==> config.mk <==
export PLATFORM = sky130hd
export DESIGN_NAME = hpf_coef_mult_flat
export DESIGN_NICKNAME = d
export VERILOG_FILES = /design/src/rtl/hpf_coef_mult_if.sv /design/src/rtl/hpf_coef_mult.sv /design/src/flat_wrapper.sv
export SDC_FILE = /design/constraint.sdc
export NUM_CORES = 1
export LEC_CHECK = 0
export ABC_AREA = 1
export CORE_AREA = 2 2 159 161
export CTS_CLUSTER_SIZE = 14
export DETAILED_ROUTE_END_ITERATION = 6
export DIE_AREA = 0 0 161 163
export DONT_BUFFER_PORTS = 1
export PLACE_DENSITY = 0.77
export REMOVE_ABC_BUFFERS = 1
export SLEW_MARGIN = 20
export SYNTH_ARGS = -nofsm -noshare
export SYNTH_HDL_FRONTEND = slang
export SYNTH_SLANG_ARGS = --single-unit
==> constraint.sdc <==
create_clock -name clk -period 6.02 [get_ports clk]
set_input_delay 1.806 -clock clk [delete_from_list [all_inputs] [get_ports clk]]
set_output_delay 1.806 -clock clk [all_outputs]
set_load 0.005 [all_outputs]
==> src/rtl/hpf_coef_mult_if.sv <==
// hpf_coef_mult_if: sample/coefficient request side and scaled-product result side
// of the HPF coefficient multiplier.
interface hpf_coef_mult_if #(
  parameter int A_W   = 16,
  parameter int B_W   = 16,
  parameter int OUT_W = 16,
  parameter int TAG_W = 5
);
  logic                    in_valid;
  logic signed [A_W-1:0]   a;
  logic signed [B_W-1:0]   b;
  logic [TAG_W-1:0]        in_tag;
  logic                    out_valid;
  logic signed [OUT_W-1:0] p;
  logic [TAG_W-1:0]        out_tag;
  logic                    sat;

  modport master (
    output in_valid, a, b, in_tag,
    input  out_valid, p, out_tag, sat
  );

  modport slave (
    input  in_valid, a, b, in_tag,
    output out_valid, p, out_tag, sat
  );
endinterface

==> src/rtl/hpf_coef_mult.sv <==
// hpf_coef_mult: pipelined signed multiply, arithmetic right shift, saturation and
// overflow counting. Define HPF_MULT_ROUND_EN for round-half-up before the shift.
module hpf_coef_mult #(
  parameter int A_W   = 16,
  parameter int B_W   = 16,
  parameter int OUT_W = 16,
  parameter int SHIFT = 15,
  parameter int PIPE  = 3,
  parameter int TAG_W = 5,
  parameter int CNT_W = 16
) (
  input  logic             clk,
  input  logic             reset,
  input  logic             ce,
  input  logic             clr_ovf,
  output logic [CNT_W-1:0] ovf_count,
  hpf_coef_mult_if.slave   bus
);
  localparam int P_W = A_W + B_W;
  localparam int X_W = P_W + 1;
  localparam int unsigned DLY = PIPE - 3;

  localparam logic signed [X_W-1:0] Q_MAX = {{(X_W-OUT_W+1){1'b0}}, {(OUT_W-1){1'b1}}};
  localparam logic signed [X_W-1:0] Q_MIN = {{(X_W-OUT_W+1){1'b1}}, {(OUT_W-1){1'b0}}};
`ifdef HPF_MULT_ROUND_EN
  localparam logic signed [X_W-1:0] RND =
    (SHIFT > 0) ? ({{(X_W-1){1'b0}}, 1'b1} << ((SHIFT > 0) ? SHIFT - 1 : 0)) : '0;
`else
  localparam logic signed [X_W-1:0] RND = '0;
`endif

  logic signed [A_W-1:0]   a_q;
  logic signed [B_W-1:0]   b_q;
  logic [TAG_W-1:0]        tag1_q;
  logic                    v1_q;

  // Index 0 is the product register; higher indices are the pure delay stages.
  logic signed [P_W-1:0]   prod_q [DLY+1];
  logic [TAG_W-1:0]        tag_q  [DLY+1];
  logic                    v_q    [DLY+1];

  logic                    out_valid_q;
  logic signed [OUT_W-1:0] p_q;
  logic [TAG_W-1:0]        out_tag_q;
  logic                    sat_q;
  logic [CNT_W-1:0]        cnt_q;
  logic [CNT_W-1:0]        cnt_d;

  logic signed [X_W-1:0]   ext_d;
  logic signed [X_W-1:0]   q_d;
  logic signed [OUT_W-1:0] p_d;
  logic                    sat_d;

  always_comb begin
    ext_d = {prod_q[DLY][P_W-1], prod_q[DLY]} + RND;
    q_d   = ext_d >>> SHIFT;
    p_d   = q_d[OUT_W-1:0];
    sat_d = 1'b0;
    if (q_d > Q_MAX) begin
      p_d   = Q_MAX[OUT_W-1:0];
      sat_d = 1'b1;
    end else if (q_d < Q_MIN) begin
      p_d   = Q_MIN[OUT_W-1:0];
      sat_d = 1'b1;
    end
  end

  // Clear beats a coincident saturation event; the count sticks at all-ones.
  always_comb begin
    cnt_d = cnt_q;
    if (clr_ovf) begin
      cnt_d = '0;
    end else if (v_q[DLY] && sat_d && (cnt_q != '1)) begin
      cnt_d = cnt_q + 1'b1;
    end
  end

  always_ff @(posedge clk) begin
    if (reset) begin
      a_q         <= '0;
      b_q         <= '0;
      tag1_q      <= '0;
      v1_q        <= 1'b0;
      for (int unsigned i = 0; i < DLY + 1; i++) begin
        prod_q[i] <= '0;
        tag_q[i]  <= '0;
        v_q[i]    <= 1'b0;
      end
      out_valid_q <= 1'b0;
      p_q         <= '0;
      out_tag_q   <= '0;
      sat_q       <= 1'b0;
      cnt_q       <= '0;
    end else if (ce) begin
      a_q       <= bus.a;
      b_q       <= bus.b;
      tag1_q    <= bus.in_tag;
      v1_q      <= bus.in_valid;
      prod_q[0] <= $signed({{B_W{a_q[A_W-1]}}, a_q}) * $signed({{A_W{b_q[B_W-1]}}, b_q});
      tag_q[0]  <= tag1_q;
      v_q[0]    <= v1_q;
      for (int unsigned i = DLY; i > 0; i--) begin
        prod_q[i] <= prod_q[i-1];
        tag_q[i]  <= tag_q[i-1];
        v_q[i]    <= v_q[i-1];
      end
      out_valid_q <= v_q[DLY];
      sat_q       <= v_q[DLY] & sat_d;
      if (v_q[DLY]) begin
        p_q       <= p_d;
        out_tag_q <= tag_q[DLY];
      end
      cnt_q <= cnt_d;
    end
  end

  assign bus.out_valid = out_valid_q;
  assign bus.p         = p_q;
  assign bus.out_tag   = out_tag_q;
  assign bus.sat       = sat_q;
  assign ovf_count     = cnt_q;
endmodule

==> src/flat_wrapper.sv <==
// flat-port wrapper written by rule: the top's interface ports become plain ports
module hpf_coef_mult_flat 
#(
  parameter int A_W   = 16,
  parameter int B_W   = 16,
  parameter int OUT_W = 16,
  parameter int SHIFT = 15,
  parameter int PIPE  = 3,
  parameter int TAG_W = 5,
  parameter int CNT_W = 16
)
  (clk, reset, ce, clr_ovf, ovf_count, bus_in_valid, bus_a, bus_b, bus_in_tag, bus_out_valid, bus_p, bus_out_tag, bus_sat);
  hpf_coef_mult_if #(.A_W(A_W), .B_W(B_W), .OUT_W(OUT_W), .TAG_W(TAG_W)) bus_i ();
  input  logic clk;
  input  logic reset;
  input  logic ce;
  input  logic clr_ovf;
  output logic [CNT_W-1:0] ovf_count;
  input wire logic [$bits(bus_i.in_valid)-1:0] bus_in_valid;
  input wire logic [$bits(bus_i.a)-1:0] bus_a;
  input wire logic [$bits(bus_i.b)-1:0] bus_b;
  input wire logic [$bits(bus_i.in_tag)-1:0] bus_in_tag;
  output wire logic [$bits(bus_i.out_valid)-1:0] bus_out_valid;
  output wire logic [$bits(bus_i.p)-1:0] bus_p;
  output wire logic [$bits(bus_i.out_tag)-1:0] bus_out_tag;
  output wire logic [$bits(bus_i.sat)-1:0] bus_sat;
  assign bus_i.in_valid = bus_in_valid;
  assign bus_i.a = bus_a;
  assign bus_i.b = bus_b;
  assign bus_i.in_tag = bus_in_tag;
  assign bus_out_valid = bus_i.out_valid;
  assign bus_p = bus_i.p;
  assign bus_out_tag = bus_i.out_tag;
  assign bus_sat = bus_i.sat;
  hpf_coef_mult #(.A_W(A_W), .B_W(B_W), .OUT_W(OUT_W), .SHIFT(SHIFT), .PIPE(PIPE), .TAG_W(TAG_W), .CNT_W(CNT_W)) u_core (.clk(clk), .reset(reset), .ce(ce), .clr_ovf(clr_ovf), .ovf_count(ovf_count), .bus(bus_i));
endmodule
==> flow_summary.ini <==
[sta]
period_needed_ps = 5820
final-hold-violation-count = 0
rsz0062_at_grt = no
clock_skew_ps = 17.1
slew_viol_final = 0
period_share_pct = 96.6
fmax_mhz = 172
tns_ps = 0
worst_slew_pin_slew_ps = 687
max_slew_margin_pct = 54.2
setup_viol = 0

[global_routing]
grt-ovfl-total = 0
grt_pass1_wl_um = 58400
grt_pass1_vias = 12018
grtUsageTotal_pct = 28.1
antenna_found_initial = 0
grt_max_degree = 49

[power]
pwr-share-clk_pct = 26.3
power.total_uw = 2380
powerDensity_nw_per_um2 = 156
switching_share_pct = 40.4
p_comb_share_pct = 40.5
leakage_uw = 0.00878
max-vdd-ir-drop_mv = 0.187
internal_power_uw = 1420
switching_power_uw = 961
seqPwrFrac_pct = 33.2

[flow_run]
cap_violations = 0

[route]
routed_wl_um = 34800
ant_nets = 0
drtIter0Drc = 783
drt-pass1-iter-count = 6
vias = 11583
drc = 0
wl_per_cell_um = 15.6
viasPerCell = 5.20

[setup_path]
crit_required_ps = 6120
reg2reg_slack_ps = 200
slowest_delay_ps = 690
timing.rr.start = u_core.b_q[10]$_SDFFE_PP0P_
crit_buf_inv = 6
crit_chain = buf_4 > nand2_1 > inv_1 > fa_2 > inv_1 > fa_1 > inv_1 > fa_1 > inv_1 > fa_1 > inv_1 > fa_1 > fa_1 > ha_1 > nand2_1 > nor2_1 > nand3_1 > nor4_1 > nand2_1 > a21oi_1 > nor2_1
start_kind = register
rr_worst_depth = 21
critPathMaxFanout = 10
worst-setup-path-type = register to register
crit_arrival_ps = 5920
critPathTopFamily = adder cells
cp_slowest_cell = fa_2
regToRegEndpoint = u_core.prod_q[0][29]$_SDFFCE_PN0P_
cp-end-kind = register

[min_path]
hold_path_depth = 2
hold_class = register to register
hold_path_end = u_core.bus.out_valid$_SDFFE_PP0P_
worstHoldStart = u_core.bus.out_valid$_SDFFE_PP0P_

[cts]
cts-root-buf = clkbuf_16
cts_max_level = 3
clk-insertion-delay-late_ps = 360
tritoncts = built
postCtsHoldBufs = 0
cts_sinks = 100
cts_max_path_buffers = 2
clk_pin_slew_ps = 80
cts_buffers = 9

[place]
io_buffers = 0
dp_hpwl_um = 28600
globalplace.congestion = 0.915

[die]
num_io_pins = 81
row_count = 58
die_w_um = 161
start_util_pct = 58.5
die_y_um = 163
core_area_um2 = 24700
die_area_um2 = 26200

[layout]
syn2layout_area_growth_pct = 5.44
num_antenna_cells = 0
final_cell_mix = 537 x nand2_1, 503 x inv_1, 258 x fa_1
mostFrequentLayoutCell = nand2_1
nets = 2274
drive_gt1_share_pct = 4.85

[yosys]
synthDistinctLibCells = 35
ys_seq_area_share_pct = 15.5
synth.avg_cell_area_um2 = 7.53
ys_top_cells_by_area = fa_1 36%, nand2_1 14%, inv_1 13%, dfxtp_1 11%, ha_1 6.9%
synth_edf_count = 23
ys.flop_type = dfxtp_1
postSynthCellCount = 1917
ys_warn_count = 0
ys_ff_latch = 100
synth_top_cell_area_share_pct = 36.2
synth_area_um2 = 14400
synth-async-reset-ratio_pct = 0
synth_largest_area_cell = fa_1

[outcome]
outcome = completed
-- power groups by stage --
stage	logic [uW]	clock network, uW	registers, uW
floorplan	653	0	799
global placement	911	0	802
detailed placement	947	0	802
CTS	953	632	787
global route	1100	652	795
finish	963	626	790
-- per-layer routing --
| layer | track usage, % | wire length [um] | vias up |
|---|---|---|---|
| met5 | 0 | 0 | - |
| met4 | 10.1 | 1070 | 0 |
| met2 | 49.6 | 17900 | 378 |
| met3 | 3.85 | 2010 | 80 |
| li1 | - | - | 5471 |
| met1 | 35.7 | 13800 | 5654 |
-- synth_stat cells, types with 2 or more instances --
cell	n
a21oi_1	76
and2_1	3
and3_1	2
buf_2	2
buf_6	3
clkbuf_1	78
clkbuf_2	2
dfxtp_1	77
edfxtp_1	23
fa_1	261
ha_1	80
inv_1	503
nand2_1	538
nand2_2	3
nand3_1	60
nand3b_1	2
nand4_1	8
nor2_1	112
nor3_1	9
o21ai_0	45
o21bai_1	7
xnor2_1	4
xor2_1	7
-- through the flow --
step                instances  worst slack (ps)  utilization, %  hold slack (ps)  area (um2)
detailed placement       2209               116            60.3              468       14900
floorplan                1830               513               -              451       14100
finish                   2226               204            61.7              475       15200
global placement         2209               119            60.3              461       14900
global route             2226              12.1            61.7              508       15200
CTS                      2225              75.4            61.5              479       15200
-- registers in the layout (all words and copies together), names as in the netlist --
register / count
u_core.prod_q: 17
u_core.tag_q: 5
u_core.bus.out_tag: 5
u_core.tag1_q: 5
u_core.b_q: 16
u_core.bus.p: 16
u_core.v_q: 1
u_core.bus.sat: 1
u_core.v1_q: 1
u_core.ovf_count: 16
u_core.bus.out_valid: 1
u_core.a_q: 16
-- worst max-delay path by stage --
| stage | depth (start not counted) | to | from |
|---|---|---|---|
| after floorplan | 18 | u_core.prod_q[0][27]$_SDFFCE_PN0P_ | u_core.a_q[15]$_SDFFE_PP0P_ |
| after global placement | 19 | u_core.prod_q[0][26]$_SDFFCE_PN0P_ | u_core.b_q[5]$_SDFFE_PP0P_ |
| after detailed placement | 19 | u_core.prod_q[0][26]$_SDFFCE_PN0P_ | u_core.b_q[5]$_SDFFE_PP0P_ |
| after CTS | 19 | u_core.prod_q[0][26]$_SDFFCE_PN0P_ | u_core.b_q[5]$_SDFFE_PP0P_ |
| after global routing | 19 | u_core.prod_q[0][28]$_SDFFCE_PN0P_ | u_core.a_q[15]$_SDFFE_PP0P_ |
| final | 21 | u_core.prod_q[0][29]$_SDFFCE_PN0P_ | u_core.b_q[10]$_SDFFE_PP0P_ |
-- tightest hold or removal path: cells and delay by family, from the launching register on --
| family | cells | cell delay (ps) |
|---|---|---|
| AND/OR/NAND/NOR | 1 | 60 |
| flip-flops | 1 | 330 |
| AO/OA/AOI/OAI | 1 | 50 |
-- cells by family (layout without fill, tap and decap cells) --
group | count (synthesis) | after routing | synth area share, %
buffers and inverters | 591 | 570 | 15.6
flip-flops | 100 | 100 | 15.5
AO/OA/AOI/OAI | 131 | 131 | 4.76
AND/OR/NAND/NOR | 743 | 743 | 20.4
XOR/XNOR | 11 | 11 | 0.667
adder cells (fa/ha/maj) | 341 | 341 | 43.1
-- repair_timing --
action / in CTS / in global routing
gates resized for setup: 0 / 23
buffers inserted: 0 / 1
setup endpoints to repair: 0 / 17
-- layout make-up --
class / instances / area (um2)
clock buffers: 10 / 229
clock inverters: 6 / 71.3
fillers: 2176 / 9450
inverters: 504 / 1890
multi-input cells: 1226 / 9980
flip-flops and latches: 100 / 2250
well taps: 330 / 413
repair buffers: 50 / 387
No activity file was read; power rests on OpenSTA's default activity.
